<file path="src/rtl/serial_frame_receiver_if.sv">
// rtl/serial_frame_receiver_if.sv - serial link input and framed parallel output bundle
//
// Carries the serial link (serial_in, serial_en) into the receiver and the received
// frame (par_out, out_valid, out_ready) out of it.
//   master : transmitter / consumer side (drives serial_in, serial_en, out_ready)
//   slave  : receiver side (drives par_out, out_valid)
//   serial_in   1                        serial data, LSB-first, word 0 first
//   serial_en   1                        frame envelope from the transmitter
//   par_out     DATA_DEPTH x DATA_WIDTH  received frame, [word][bit]
//   out_valid   1                        par_out holds an unconsumed frame
//   out_ready   1                        consumer accepts par_out
interface serial_frame_receiver_if #(
    parameter int DATA_WIDTH = 32,
    parameter int DATA_DEPTH = 4
);
    logic                                  serial_in;
    logic                                  serial_en;
    logic [DATA_DEPTH-1:0][DATA_WIDTH-1:0] par_out;
    logic                                  out_valid;
    logic                                  out_ready;

    modport master (
        output serial_in,
        output serial_en,
        output out_ready,
        input  par_out,
        input  out_valid
    );

    modport slave (
        input  serial_in,
        input  serial_en,
        input  out_ready,
        output par_out,
        output out_valid
    );
endinterface

</file>
<file path="src/rtl/serial_frame_receiver.sv">
// rtl/serial_frame_receiver.sv - P_FEC serial link frame receiver with valid/ready output buffer
//
// Captures (depth+1) words of (width+1) bits, LSB-first, word 0 first, each bit held
// for clk_div+1 cycles while serial_en is high, and presents the frame on par_out.
// Optional build macro: RX_SYNC_EN - adds a 2-flop synchronizer on serial_in and
// serial_en (frame start, sample points and out_valid all move 2 cycles later).
//
// Ports:
//   clk, rst_n     clock; asynchronous active-low reset
//   enable         arms frame start detection (does not abort a frame in progress)
//   clk_div        bit period minus 1, in clk cycles
//   width          bits per word minus 1 (clamped to DATA_WIDTH-1)
//   depth          words per frame minus 1 (clamped to DATA_DEPTH-1)
//   bus            slave modport: serial_in, serial_en, par_out, out_valid, out_ready
//   busy           receiver is in the middle of a frame
//   frame_err      1-cycle pulse: serial_en dropped mid-frame
//   overrun        1-cycle pulse: completed frame dropped because the buffer was full
//   bit_count      current bit index
//   sample_count   current word index
module serial_frame_receiver #(
    parameter int DATA_WIDTH = 32,
    parameter int DATA_DEPTH = 4,
    parameter int DIV_WIDTH  = 8
) (
    input  logic                          clk,
    input  logic                          rst_n,
    input  logic                          enable,
    input  logic [DIV_WIDTH-1:0]          clk_div,
    input  logic [$clog2(DATA_WIDTH):0]   width,
    input  logic [$clog2(DATA_DEPTH):0]   depth,
    serial_frame_receiver_if.slave        bus,
    output logic                          busy,
    output logic                          frame_err,
    output logic                          overrun,
    output logic [$clog2(DATA_WIDTH):0]   bit_count,
    output logic [$clog2(DATA_DEPTH):0]   sample_count
);
    localparam int CW  = $clog2(DATA_WIDTH) + 1;
    localparam int CD  = $clog2(DATA_DEPTH) + 1;
    localparam int BIW = (DATA_WIDTH > 1) ? $clog2(DATA_WIDTH) : 1;
    localparam int DIW = (DATA_DEPTH > 1) ? $clog2(DATA_DEPTH) : 1;

    localparam logic [CW-1:0] W_MAX = CW'(DATA_WIDTH - 1);
    localparam logic [CD-1:0] D_MAX = CD'(DATA_DEPTH - 1);

    typedef enum logic {IDLE, RECEIVE} state_t;

    state_t                                state;
    logic                                  ser_in;
    logic                                  ser_en;
    logic                                  ser_en_d;
    logic [DIV_WIDTH-1:0]                  div_r;
    logic [CW-1:0]                         width_r;
    logic [CD-1:0]                         depth_r;
    logic [DIV_WIDTH-1:0]                  phase_r;
    logic [DATA_DEPTH-1:0][DATA_WIDTH-1:0] shadow;
    logic [DATA_DEPTH-1:0][DATA_WIDTH-1:0] par_q;
    logic                                  valid_q;

`ifdef RX_SYNC_EN
    logic [1:0] sync_in;
    logic [1:0] sync_en;

    always_ff @(posedge clk or negedge rst_n) begin
        if (!rst_n) begin
            sync_in <= '0;
            sync_en <= '0;
        end else begin
            sync_in <= {sync_in[0], bus.serial_in};
            sync_en <= {sync_en[0], bus.serial_en};
        end
    end

    assign ser_in = sync_in[1];
    assign ser_en = sync_en[1];
`else
    assign ser_in = bus.serial_in;
    assign ser_en = bus.serial_en;
`endif

    // The start cycle is already bit 0 / phase 0 of the frame, so it must be able to
    // take a sample (clk_div <= 1) or even complete a 1-bit frame. The "cur_*" and
    // "eff_*" views therefore use live inputs in IDLE and the latched copies in RECEIVE.
    logic                                  start;
    logic                                  in_rx;
    logic                                  abort;
    logic [DIV_WIDTH-1:0]                  eff_div;
    logic [CW-1:0]                         eff_width;
    logic [CD-1:0]                         eff_depth;
    logic [DIV_WIDTH-1:0]                  cur_phase;
    logic [CW-1:0]                         cur_bit;
    logic [CD-1:0]                         cur_word;
    logic                                  sample;
    logic                                  last_bit;
    logic                                  last_sample;
    logic [DATA_DEPTH-1:0][DATA_WIDTH-1:0] shadow_next;

    always_comb begin
        start       = (state == IDLE) && enable && ser_en && !ser_en_d;
        in_rx       = (state == RECEIVE);
        abort       = in_rx && !ser_en;
        eff_div     = in_rx ? div_r : clk_div;
        eff_width   = in_rx ? width_r : ((width > W_MAX) ? W_MAX : width);
        eff_depth   = in_rx ? depth_r : ((depth > D_MAX) ? D_MAX : depth);
        cur_phase   = in_rx ? phase_r : '0;
        cur_bit     = in_rx ? bit_count : '0;
        cur_word    = in_rx ? sample_count : '0;
        sample      = (start || (in_rx && ser_en)) && (cur_phase == (eff_div >> 1));
        last_bit    = (cur_bit == eff_width);
        last_sample = sample && last_bit && (cur_word == eff_depth);
        // A fresh frame starts from an all-zero shadow so unused bits/words read 0.
        shadow_next = in_rx ? shadow : '0;
        if (sample) begin
            shadow_next[cur_word[DIW-1:0]][cur_bit[BIW-1:0]] = ser_in;
        end
    end

    always_ff @(posedge clk or negedge rst_n) begin
        if (!rst_n) begin
            state        <= IDLE;
            ser_en_d     <= 1'b0;
            div_r        <= '0;
            width_r      <= '0;
            depth_r      <= '0;
            phase_r      <= '0;
            shadow       <= '0;
            par_q        <= '0;
            valid_q      <= 1'b0;
            busy         <= 1'b0;
            frame_err    <= 1'b0;
            overrun      <= 1'b0;
            bit_count    <= '0;
            sample_count <= '0;
        end else begin
            ser_en_d  <= ser_en;
            frame_err <= 1'b0;
            overrun   <= 1'b0;

            if (valid_q && bus.out_ready) begin
                valid_q <= 1'b0;
            end

            if (abort) begin
                state        <= IDLE;
                busy         <= 1'b0;
                frame_err    <= 1'b1;
                phase_r      <= '0;
                bit_count    <= '0;
                sample_count <= '0;
            end else if (start || in_rx) begin
                if (start) begin
                    div_r   <= eff_div;
                    width_r <= eff_width;
                    depth_r <= eff_depth;
                end
                shadow  <= shadow_next;
                phase_r <= (cur_phase == eff_div) ? '0 : cur_phase + 1'b1;

                if (last_sample) begin
                    state        <= IDLE;
                    busy         <= 1'b0;
                    phase_r      <= '0;
                    bit_count    <= '0;
                    sample_count <= '0;
                    // The commit uses shadow_next so the final bit lands in par_out on
                    // the same edge that takes the sample.
                    if (valid_q && !bus.out_ready) begin
                        overrun <= 1'b1;
                    end else begin
                        par_q   <= shadow_next;
                        valid_q <= 1'b1;
                    end
                end else begin
                    state <= RECEIVE;
                    busy  <= 1'b1;
                    if (start) begin
                        bit_count    <= '0;
                        sample_count <= '0;
                    end
                    if (sample) begin
                        if (last_bit) begin
                            bit_count    <= '0;
                            sample_count <= cur_word + 1'b1;
                        end else begin
                            bit_count    <= cur_bit + 1'b1;
                        end
                    end
                end
            end
        end
    end

    assign bus.par_out   = par_q;
    assign bus.out_valid = valid_q;

endmodule

</file>
<file path="src/flat_wrapper.sv">
// flat-port wrapper written by rule: the top's interface ports become plain ports
module serial_frame_receiver_flat 
#(
    parameter int DATA_WIDTH = 32,
    parameter int DATA_DEPTH = 4,
    parameter int DIV_WIDTH  = 8
)
  (clk, rst_n, enable, clk_div, width, depth, busy, frame_err, overrun, bit_count, sample_count, bus_serial_in, bus_serial_en, bus_out_ready, bus_par_out, bus_out_valid);
  serial_frame_receiver_if #(.DATA_WIDTH(DATA_WIDTH), .DATA_DEPTH(DATA_DEPTH)) bus_i ();
  input  logic clk;
  input  logic rst_n;
  input  logic enable;
  input  logic [DIV_WIDTH-1:0] clk_div;
  input  logic [$clog2(DATA_WIDTH):0] width;
  input  logic [$clog2(DATA_DEPTH):0] depth;
  output logic busy;
  output logic frame_err;
  output logic overrun;
  output logic [$clog2(DATA_WIDTH):0] bit_count;
  output logic [$clog2(DATA_DEPTH):0] sample_count;
  input wire logic [$bits(bus_i.serial_in)-1:0] bus_serial_in;
  input wire logic [$bits(bus_i.serial_en)-1:0] bus_serial_en;
  input wire logic [$bits(bus_i.out_ready)-1:0] bus_out_ready;
  output wire logic [$bits(bus_i.par_out)-1:0] bus_par_out;
  output wire logic [$bits(bus_i.out_valid)-1:0] bus_out_valid;
  assign bus_i.serial_in = bus_serial_in;
  assign bus_i.serial_en = bus_serial_en;
  assign bus_i.out_ready = bus_out_ready;
  assign bus_par_out = bus_i.par_out;
  assign bus_out_valid = bus_i.out_valid;
  serial_frame_receiver #(.DATA_WIDTH(DATA_WIDTH), .DATA_DEPTH(DATA_DEPTH), .DIV_WIDTH(DIV_WIDTH)) u_core (.clk(clk), .rst_n(rst_n), .enable(enable), .clk_div(clk_div), .width(width), .depth(depth), .bus(bus_i), .busy(busy), .frame_err(frame_err), .overrun(overrun), .bit_count(bit_count), .sample_count(sample_count));
endmodule
</file>
<file path="config.mk">
export PLATFORM = sky130hd
export DESIGN_NAME = serial_frame_receiver_flat
export DESIGN_NICKNAME = d
export VERILOG_FILES = /design/src/rtl/serial_frame_receiver_if.sv /design/src/rtl/serial_frame_receiver.sv /design/src/flat_wrapper.sv
export SDC_FILE = /design/constraint.sdc
export NUM_CORES = 1
export LEC_CHECK = 0
export ABC_AREA = 1
export ABC_CLOCK_PERIOD_IN_PS = 6300
export BUFFER_PORTS_ARGS = -buffer_cell sky130_fd_sc_hd__buf_2
export CAP_MARGIN = 40
export CORE_ASPECT_RATIO = 1.2
export CORE_MARGIN = 8
export CORE_UTILIZATION = 50
export CTS_CLUSTER_SIZE = 28
export DETAILED_ROUTE_END_ITERATION = 8
export HOLD_SLACK_MARGIN = 0.02
export PLACE_DENSITY = 0.76
export SLEW_MARGIN = 15
export SYNTH_ARGS = -nofsm -noshare
export SYNTH_HDL_FRONTEND = slang
export SYNTH_SLANG_ARGS = --single-unit
</file>
<file path="constraint.sdc">
create_clock -name clk -period 6.3 [get_ports clk]
set_input_delay 0.315 -clock clk [delete_from_list [all_inputs] [get_ports clk]]
set_output_delay 0.315 -clock clk [all_outputs]
set_load 0.02 [all_outputs]
</file>
==> impl_metrics.env, run 1 <==
export IMPL_final_cell_count_no_fill=3173
export IMPL_grt_pass1_vias=15800
export IMPL_slew_violations=0
export IMPL_area_delta_synth_final_pct=13.9
export IMPL_hold_depth=4
export IMPL_die_x_um=183
export IMPL_holdCritPathClass="in2reg"
export IMPL_yosysUniqueCellTypes=28
export IMPL_r2r_slack_ns=2.16
export IMPL_p_int_w=0.00318
export IMPL_final_hold_viol_count=0
export IMPL_p_per_area_mw_per_mm2=219
export IMPL_cts_max_path_buffers=3
export IMPL_drtPass1Iterations=6
export IMPL_grt_antenna_before_repair=0
export IMPL_worstHoldEndpoint="u_core.overrun$_DFF_PN0_"
export IMPL_cts_made_buffers=31
export IMPL_p_leak_nw=10.8
export IMPL_drive_gt1_frac=0.0936
export IMPL_crit_chain="buf_4 -> nand2_1 -> nand3_1 -> nand2_1 -> nor2_1 -> nand2_1 -> nor2_4 -> nand4_4 -> inv_4 -> buf_16 -> buf_4 -> nand2_1 -> nand2_1"
export IMPL_status="completed"
export IMPL_rows=73
export IMPL_via_count=16400
export IMPL_track_usage=0.245
export IMPL_syn_inst=2607
export IMPL_num_antenna_cells=0
export IMPL_cpMostUsedCell="nand2_1"
export IMPL_postSynthAreaPerCell_um2=6.42
export IMPL_syn_area_mm2=0.0167
export IMPL_clock_latency_ns=0.58
export IMPL_power_frac_clock=0.476
export IMPL_min_period_ns=4.14
export IMPL_wirelength_mm=49.3
export IMPL_peakVddDrop_uv=209
export IMPL_grt_first_pass_wirelength_mm=79.9
export IMPL_swShare=0.241
export IMPL_core_mm2=0.0331
export IMPL_gp_congestion=0.896
export IMPL_root_buffer="clkbuf_16"
export IMPL_drtIter0Drc=1837
export IMPL_io_pins=164
export IMPL_post_cts_buffers=0
export IMPL_end_kind="flip-flop"
export IMPL_placed_cells=3106
export IMPL_finClkSkew_ns=0.0182
export IMPL_syn_num_nets=2639
export IMPL_cp_num_cells=13
export IMPL_cts_tree="built"
export IMPL_comb_power_share=0.061
export IMPL_layout_commonest_cell="nand2_1"
export IMPL_vias_per_cell=5.17
export IMPL_max_slew_margin=0.233
export IMPL_max_stage_delay_ns=0.67
export IMPL_ys_ff_latch=295
export IMPL_hp_start="bus_out_ready"
export IMPL_cp_required_ns=6.82
export IMPL_ant_nets=0
export IMPL_nNetsFinal=2731
export IMPL_r2r_end="u_core.bus.par_out[28]$_DFFE_PN0P_"
export IMPL_worstPathArrival_ns=4.66
export IMPL_ctsHoldBuffers=2
export IMPL_worstSetupPathType="reg2reg"
export IMPL_final_cell_mix="1,422 x nand2_1, 311 x inv_1, 294 x dfrtp_1"
export IMPL_max_cap_violations=0
export IMPL_worst_slew_pin_transition_ns=1.15
export IMPL_cts_resized=0
export IMPL_setup_tns_final_ns=0
export IMPL_io_buffers=163
export IMPL_routedWlPerCell_um=15.5
export IMPL_fin_crit_sh=0.657
export IMPL_dieArea_mm2=0.0396
export IMPL_fp_dieH_um=216
export IMPL_setup_violations=0
export IMPL_clock_sink_count=295
export IMPL_pwr_share_seq=0.463
export IMPL_crit_family="buffers and inverters"
export IMPL_grt_ovfl_total=0
export IMPL_cp_num_buf_inv=4
export IMPL_r2r_start="u_core.busy$_DFFE_PN0P_"
export IMPL_grt_max_degree=260
export IMPL_start_util=0.507
export IMPL_cts_clk_slew_worst_paths_ns=0.06
export IMPL_yosys_warnings=0
export IMPL_ff2ff_path_depth=13
export IMPL_htree_levels=1
export IMPL_cp_slowest_cell="buf_4"
export IMPL_post_route_drc_count=0
export IMPL_fmax_mhz=241
export IMPL_start_kind="flip-flop"
export IMPL_synth_yosys_seq_area_share=0.441
export IMPL_p_sw_w=0.00101
export IMPL_cp_max_fo=67
export IMPL_hpwl_mm=31.5
export IMPL_rsz0062_at_grt="no"
-- worst max-delay path by stage --
| stage | from | to |
|---|---|---|
| 4_1_cts | u_core.busy$_DFFE_PN0P_ | u_core.bus.par_out[28]$_DFFE_PN0P_ |
| 5_1_grt | u_core.busy$_DFFE_PN0P_ | u_core.bus.par_out[28]$_DFFE_PN0P_ |
| 3_5_place_dp | u_core.busy$_DFFE_PN0P_ | u_core.bus.par_out[28]$_DFFE_PN0P_ |
| 6_report | u_core.busy$_DFFE_PN0P_ | u_core.bus.par_out[28]$_DFFE_PN0P_ |
| 2_1_floorplan | u_core.busy$_DFFE_PN0P_ | u_core.shadow[119]$_DFFE_PN0P_ |
| 3_3_place_gp | u_core.busy$_DFFE_PN0P_ | u_core.bus.par_out[27]$_DFFE_PN0P_ |
-- tightest hold or removal path, delay by kind of cell --
family / cells / cell delay, ns
simple gates: 2 / 0.10
buf+inv: 2 / 0.20
-- power groups by stage --
stage	Clock [W]	Combinational, W	Sequential, W
after floorplan	0	0.000146	0.00197
after global placement	0	0.000237	0.00197
after detailed placement	0	0.000243	0.00197
after CTS	0.00201	0.000245	0.00194
after global routing	0.00210	0.000285	0.00194
final	0.00199	0.000255	0.00194
-- per-layer routing --
metal	vias up	wire [um]	global-route usage
met5	-	0	0
met4	0	2400	0.117
met3	131	4250	0.0380
met2	698	21800	0.383
met1	7544	20800	0.328
li1	8020	-	-
-- cell type report --
cell class	instances	area (um2)
Clock buffer	44	905
Clock inverter	13	194
Fill cell	3166	14000
Inverter	316	1190
Multi-Input combinational cell	1861	7620
Sequential cell	295	7390
Tap cell	450	563
Timing Repair Buffer	194	1220
-- Yosys cell counts --
cell	count	area share
nand2_1	1422	0.32
inv_1	313	0.070
dfrtp_1	295	0.44
o21ai_0	278	0.083
clkbuf_1	80	0.018
nor2_1	66	0.015
nand3_1	42	0.013
buf_2	35	0.010
buf_1	11	0.0025
buf_4	9	0.0040
ha_1	9	0.0067
nand4_1	9	0.0034
o21ai_1	8	0.0024
o22ai_1	5	0.0019
and2_1	3	0.0011
inv_2	3	0.00067
xor2_1	3	0.0016
a21oi_1	2	0.00060
nor2_4	2	0.0013
nor3_1	2	0.00060
o211ai_1	2	0.00090
xnor2_1	2	0.0010
nand2_2	1	0.00037
nand3_2	1	0.00060
nand3b_1	1	0.00045
nand4_2	1	0.00075
or2_0	1	0.00037
or2_1	1	0.00037
-- per-stage QoR --
stage | utilization | worst slack [ns] | total power (W) | hold slack [ns] | cell area (um2)
finish | 0.577 | 2.16 | 0.00419 | 0.102 | 19100
global route | 0.577 | 1.81 | 0.00432 | 0.130 | 19100
CTS | 0.573 | 1.91 | 0.00420 | 0.0848 | 18900
detailed placement | 0.539 | 1.92 | 0.00222 | 0.460 | 17800
global placement | 0.536 | 1.81 | 0.00221 | 0.460 | 17700
floorplan | - | 3.95 | 0.00211 | 0.0194 | 16700
-- registers in the layout, summed over array words and instances, names as in the netlist --
name	cells
u_core.bus.out_valid	1
u_core.bit_count	6
u_core.ser_en_d	1
u_core.div_r	8
u_core.frame_err	1
u_core.width_r	6
u_core.depth_r	3
u_core.busy	1
u_core.phase_r	8
u_core.bus.par_out	128
u_core.shadow	128
u_core.overrun	1
u_core.sample_count	3
-- cells by family after synthesis --
| kind of cell | synth area share |
|---|---|
| flops | 0.441 |
| compound gates | 0.0888 |
| simple gates | 0.355 |
| xor+xnor | 0.00262 |
| fa+ha+maj | 0.00672 |
| buf+inv | 0.106 |
Note: power is estimated with default switching activity, not from simulation.
==> run 2, diff against run 1 <==
Settings changed: ABC_AREA 1 to 0, ABC_CLOCK_PERIOD_IN_PS 6300 to 3800, PLACE_DENSITY 0.76 to 0.79.
Clock period 6.3 ns to 3.8 ns, I/O delays scaled along.
==> run 2 against run 1 <==
  * Register-to-register slack got worse by 1.5 ns
  * Clock-buffer cell count rose by 2
  * Sequential cell count did not move
  * Critical path type unchanged
  * Critical endpoint is now u_core.bus.par_out[111]$_DFFE_PN0P_
==> impl_metrics.env, run 2 <==
export IMPL_status="completed"
export IMPL_worstSetupPathType="reg2reg"
export IMPL_p_sw_w=0.00187
export IMPL_wirelength_mm=44.4
export IMPL_cp_num_buf_inv=1
export IMPL_yosysUniqueCellTypes=55
export IMPL_slew_violations=0
export IMPL_end_kind="flip-flop"
export IMPL_grt_first_pass_wirelength_mm=70.4
export IMPL_num_antenna_cells=0
export IMPL_max_cap_violations=0
export IMPL_hold_depth=3
export IMPL_synth_async_reset_ratio=1.00
export IMPL_io_pins=164
export IMPL_cts_max_path_buffers=3
export IMPL_track_usage=0.235
export IMPL_grt_max_degree=129
export IMPL_syn_area_mm2=0.0156
export IMPL_fp_dieH_um=209
export IMPL_ys_flop_type="dfrtp_1"
export IMPL_via_count=12400
export IMPL_die_x_um=177
export IMPL_yosysMostFrequentCell="dfrtp_1"
export IMPL_post_cts_buffers=0
export IMPL_yosys_warnings=0
export IMPL_r2r_slack_ns=0.68
export IMPL_swShare=0.257
export IMPL_finClkSkew_ns=0.0216
export IMPL_io_buffers=163
export IMPL_peakVddDrop_uv=284
export IMPL_multi_input_area_mm2=0.00730
export IMPL_holdCritPathClass="in2reg"
export IMPL_rows=71
export IMPL_layout_commonest_cell="dfrtp_1"
export IMPL_fin_crit_sh=0.821
export IMPL_nNetsFinal=1660
export IMPL_ant_nets=0
export IMPL_syn_inst=1492
export IMPL_cp_required_ns=4.24
export IMPL_setup_tns_final_ns=0
export IMPL_worst_slew_pin_transition_ns=1.05
export IMPL_power_frac_clock=0.415
export IMPL_area_delta_synth_final_pct=15.6
export IMPL_pwr_share_seq=0.485
export IMPL_worstPathArrival_ns=3.56
export IMPL_regArea_mm2=0.00739
export IMPL_synth_common_cells="295 x dfrtp_1, 199 x nand2_1, 136 x mux2i_1"
export IMPL_p_leak_nw=9.77
export IMPL_p_int_w=0.00539
export IMPL_fillers=2497
export IMPL_comb_power_share=0.100
export IMPL_final_cell_mix="294 x dfrtp_1, 199 x nand2_1, 162 x buf_2"
export IMPL_final_hold_viol_count=0
export IMPL_crit_family="simple AND/OR/NAND/NOR gates"
export IMPL_start_util=0.502
export IMPL_clock_sink_count=295
export IMPL_cts_clk_slew_worst_paths_ns=0.06
export IMPL_post_route_drc_count=0
export IMPL_ff2ff_path_depth=6
export IMPL_cp_slowest_cell="nor2_1"
export IMPL_synth_yosys_seq_area_share=0.474
export IMPL_ys_ff_latch=295
export IMPL_min_period_ns=3.12
export IMPL_syn_num_nets=1524
export IMPL_cts_tree="built"
export IMPL_r2r_end="u_core.bus.par_out[111]$_DFFE_PN0P_"
export IMPL_hpwl_mm=29.8
export IMPL_max_stage_delay_ns=0.71
export IMPL_max_slew_margin=0.299
export IMPL_placed_cells=1974
export IMPL_r2r_start="u_core.busy$_DFFE_PN0P_"
export IMPL_gp_congestion=0.913
export IMPL_fmax_mhz=321
export IMPL_grt_ovfl_total=0
export IMPL_clock_latency_ns=0.57
export IMPL_synth_top_area_share=0.474
export IMPL_ys_top_cells_by_area="dfrtp_1 47%, mux2_4 11%, mux2i_1 8.7%, nand4_1 5.0%, nand2_1 4.8%"
export IMPL_root_buffer="clkbuf_16"
export IMPL_routedWlPerCell_um=21.6
export IMPL_grt_pass1_vias=12400
export IMPL_vias_per_cell=6.06
export IMPL_postSynthAreaPerCell_um2=10.4
export IMPL_start_kind="flip-flop"
export IMPL_final_cell_count_no_fill=2053
export IMPL_synth_edf_count=0
export IMPL_cp_max_fo=57
export IMPL_power_w=0.00726
export IMPL_fin_util=0.580
export IMPL_grt_antenna_before_repair=0
export IMPL_drtIter0Drc=1493
export IMPL_drtPass1Iterations=5
export IMPL_cts_made_buffers=31
export IMPL_crit_chain="buf_4 -> nand3_1 -> nor2_1 -> nand4_1 -> mux2i_1 -> mux2_4"
export IMPL_hp_start="width[5]"
export IMPL_rsz0062_at_grt="no"
export IMPL_worstHoldEndpoint="u_core.width_r[2]$_DFFE_PN0P_"
export IMPL_htree_levels=1
export IMPL_setup_violations=0
export IMPL_p_per_area_mw_per_mm2=403
export IMPL_synth_top_area_cell="dfrtp_1"
export IMPL_core_mm2=0.0310
export IMPL_dieArea_mm2=0.0371
export IMPL_drive_gt1_frac=0.237
==> run 2: cells by family (layout without fill, tap and decap cells) <==
| group | count (synthesis) | after routing | share of synthesized area |
|---|---|---|---|
| mux | 257 | 257 | 0.202 |
| buf+inv | 205 | 365 | 0.0593 |
| xor+xnor | 13 | 13 | 0.00731 |
| simple gates | 462 | 462 | 0.145 |
| flops | 295 | 295 | 0.474 |
| compound gates | 251 | 251 | 0.105 |
| fa+ha+maj | 9 | 9 | 0.00723 |
==> run 2: worst max path at each step <==
stage | from | to | cells past startpoint
floorplan | u_core.busy$_DFFE_PN0P_ | u_core.bus.par_out[63]$_DFFE_PN0P_ | 14
global placement | u_core.busy$_DFFE_PN0P_ | u_core.bus.par_out[102]$_DFFE_PN0P_ | 6
detailed placement | u_core.busy$_DFFE_PN0P_ | u_core.bus.par_out[102]$_DFFE_PN0P_ | 6
CTS | u_core.busy$_DFFE_PN0P_ | u_core.depth_r[1]$_DFFE_PN0P_ | 7
global route | u_core.busy$_DFFE_PN0P_ | u_core.width_r[3]$_DFFE_PN0P_ | 7
finish | u_core.busy$_DFFE_PN0P_ | u_core.bus.par_out[111]$_DFFE_PN0P_ | 6
==> run 2: what timing repair did <==
item | CTS | global route
hold endpoints to repair | 132 | 0
setup endpoints to repair | 0 | 0
resized for setup | 0 | 0
hold buffers | 22 | 0
==> run 2: area by class of cell <==
cell class,count,share of cell area
flip-flops and latches,295,0.410
multi-input cells,992,0.405
repair buffers,236,0.0854
clock buffers,46,0.0490
well taps,401,0.0279
inverters,72,0.0151
clock inverters,11,0.00668
==> run 2: routing by layer <==
metal | vias to the layer above | part of all wire | global-route usage
met4 | 0 | 0.048 | 0.113
met3 | 127 | 0.081 | 0.0451
li1 | 5563 | - | -
met2 | 640 | 0.46 | 0.365
met5 | - | 0 | 0
met1 | 6104 | 0.41 | 0.312
==> run 2: power by group through the flow <==
stage	logic, W	registers (W)	clock network, W
global route	0.000805	0.00355	0.00318
CTS	0.000727	0.00352	0.00305
finish	0.000726	0.00352	0.00301
detailed placement	0.000705	0.00357	0
floorplan	0.000483	0.00353	0
global placement	0.000676	0.00356	0
==> run 2: through the flow <==
stage | hold WS [ns] | cell area, um2 | worst slack (ns)
floorplan | -0.106 | 15600 | 0.432
detailed placement | 0.356 | 16800 | 0.805
CTS | 0.0231 | 18000 | 0.741
global route | 0.0556 | 18000 | 0.499
finish | 0.0433 | 18000 | 0.680
global placement | 0.343 | 16700 | 0.841
==> run 2: worst min-delay path: stages <==
cell and delay, ns:
buf_2 0.13, nor2_1 0.08, o21ai_0 0.16
==> run 3, diff against run 2 <==
Settings changed: ABC_AREA 0 to 1, ABC_CLOCK_PERIOD_IN_PS 3800 to 2800.
Clock period 3.8 ns to 2.8 ns, I/O delays scaled along.
==> run 3 against run 2 <==
  * The run now ends with DRC left
  * Cell count up 56%
  * Critical endpoint is now u_core.bus.par_out[0]$_DFFE_PN0P_
  * Sequential share of layout area down 2.8 points
  * Sequential cell count unchanged
  * Die area up 6.9%
  * Sequential power up 24%
  * Highest routed layer unchanged
==> impl_metrics.env, run 3 (synthesis results as in run 1) <==
export IMPL_status="complete, but fails checks"
export IMPL_violations="DRC"
export IMPL_start_kind="flip-flop"
export IMPL_drtPass1Iterations=9
export IMPL_vias_per_cell=5.24
export IMPL_cp_required_ns=3.32
export IMPL_htree_levels=1
export IMPL_peakVddDrop_uv=506
export IMPL_clock_latency_ns=0.58
export IMPL_drtIter0Drc=1784
export IMPL_p_sw_w=0.00226
export IMPL_setup_violations=0
export IMPL_via_count=16800
export IMPL_io_pins=164
export IMPL_fin_crit_sh=0.961
export IMPL_area_delta_synth_final_pct=15.3
export IMPL_power_frac_clock=0.452
export IMPL_p_per_area_mw_per_mm2=468
export IMPL_pwr_share_seq=0.482
export IMPL_rows=73
export IMPL_fp_dieH_um=216
export IMPL_track_usage=0.254
export IMPL_grt_antenna_before_repair=0
export IMPL_end_kind="flip-flop"
export IMPL_p_int_w=0.00678
export IMPL_cp_max_fo=21
export IMPL_max_cap_violations=0
export IMPL_dieArea_mm2=0.0396
export IMPL_cts_made_buffers=31
export IMPL_die_x_um=183
export IMPL_routedWlPerCell_um=15.9
export IMPL_start_util=0.507
export IMPL_gp_congestion=0.895
export IMPL_layout_commonest_cell="nand2_1"
export IMPL_grt_ovfl_total=0
export IMPL_drive_gt1_frac=0.104
export IMPL_clock_sink_count=295
export IMPL_num_antenna_cells=0
export IMPL_ant_nets=0
export IMPL_grt_first_pass_wirelength_mm=82.7
export IMPL_wirelength_mm=50.9
export IMPL_hpwl_mm=32.9
export IMPL_worst_slew_pin_transition_ns=0.844
export IMPL_min_period_ns=2.69
export IMPL_core_mm2=0.0331
export IMPL_io_buffers=163
export IMPL_p_leak_nw=10.8
export IMPL_final_hold_viol_count=0
export IMPL_cts_max_path_buffers=3
export IMPL_holdCritPathClass="in2reg"
export IMPL_slew_violations=0
export IMPL_whs_ns=0.0386
export IMPL_cts_tree="built"
export IMPL_worstSetupPathType="reg2reg"
export IMPL_cts_clk_slew_worst_paths_ns=0.06
export IMPL_grt_pass1_vias=16100
export IMPL_r2r_slack_ns=0.11
export IMPL_post_route_drc_count=3
export IMPL_swShare=0.250
export IMPL_root_buffer="clkbuf_16"
export IMPL_max_slew_margin=0.437
export IMPL_comb_power_share=0.066
export IMPL_worstPathArrival_ns=3.21
export IMPL_fin_util=0.584
export IMPL_grt_max_degree=108
export IMPL_finClkSkew_ns=0.0102
export IMPL_fmax_mhz=372
export IMPL_final_cell_mix="1,422 x nand2_1, 311 x inv_1, 294 x dfrtp_1"
export IMPL_nNetsFinal=2763
[run 3: cell type report]
type / count / area (um2)
Fill cell: 3102 / 13700
Multi-Input combinational cell: 1861 / 7670
Sequential cell: 295 / 7390
Timing Repair Buffer: 226 / 1520
Inverter: 316 / 1190
Clock buffer: 44 / 905
Tap cell: 450 / 563
Clock inverter: 9 / 76.3
[run 3: path summary, 6_finish.rpt]
check	startpoint	end	cells after the start
worst max-delay path	u_core.busy$_DFFE_PN0P_	u_core.bus.par_out[0]$_DFFE_PN0P_	10
worst min-delay path	clk_div[2]	u_core.div_r[2]$_DFFE_PN0P_	4
worst max register to register	u_core.busy$_DFFE_PN0P_	u_core.bus.par_out[0]$_DFFE_PN0P_	10
worst min register to register	u_core.bus.par_out[69]$_DFFE_PN0P_	u_core.bus.par_out[69]$_DFFE_PN0P_	2
max in group asynchronous	rst_n	u_core.bus.par_out[57]$_DFFE_PN0P_	3
min in group asynchronous	rst_n	u_core.shadow[116]$_DFFE_PN0P_	2
[run 3: critical path, stage by stage (launching register included)]
cell     delay [ns]
dfrtp_4        0.58
nand2_1        0.19
ha_1           0.17
inv_1          0.15
nor2_1         0.59
nand2_1        0.16
o21ai_0        0.20
inv_1          0.06
o21ai_0        0.34
nand2_1        0.11
nand2_1        0.07
[run 3: through the flow]
step	instance area [um2]	setup TNS (ns)	cells	worst slack [ns]	power [W]
after detailed placement	18100	0	3128	0.0884	0.00501
after floorplan	16700	0	2607	0.454	0.00475
final	19300	0	3201	0.110	0.00904
after global placement	18100	0	3127	0.0825	0.00501
after global routing	19300	-0.00864	3201	-0.00853	0.00931
after CTS	19200	0	3200	0.0310	0.00908
[run 3: power groups by stage]
stage	clock network [W]	registers (W)	logic, W
after floorplan	0	0.00442	0.000328
final	0.00408	0.00436	0.000598
after CTS	0.00413	0.00436	0.000597
after global placement	0	0.00443	0.000576
after global routing	0.00428	0.00436	0.000665
after detailed placement	0	0.00443	0.000576
[run 3: routing by layer]
metal,wire length (um),vias to the layer above,GRT usage
li1,-,8074,-
met1,20700,7752,0.327
met2,23200,804,0.407
met3,4520,133,0.0392
met4,2490,0,0.136
met5,0,-,0
[run 3: timing repair]
action,CTS,global route
endpoints found under the hold margin,86,0
resized for setup,0,29
endpoints found under the setup margin,0,170
setup buffers,0,0
hold buffers,19,0
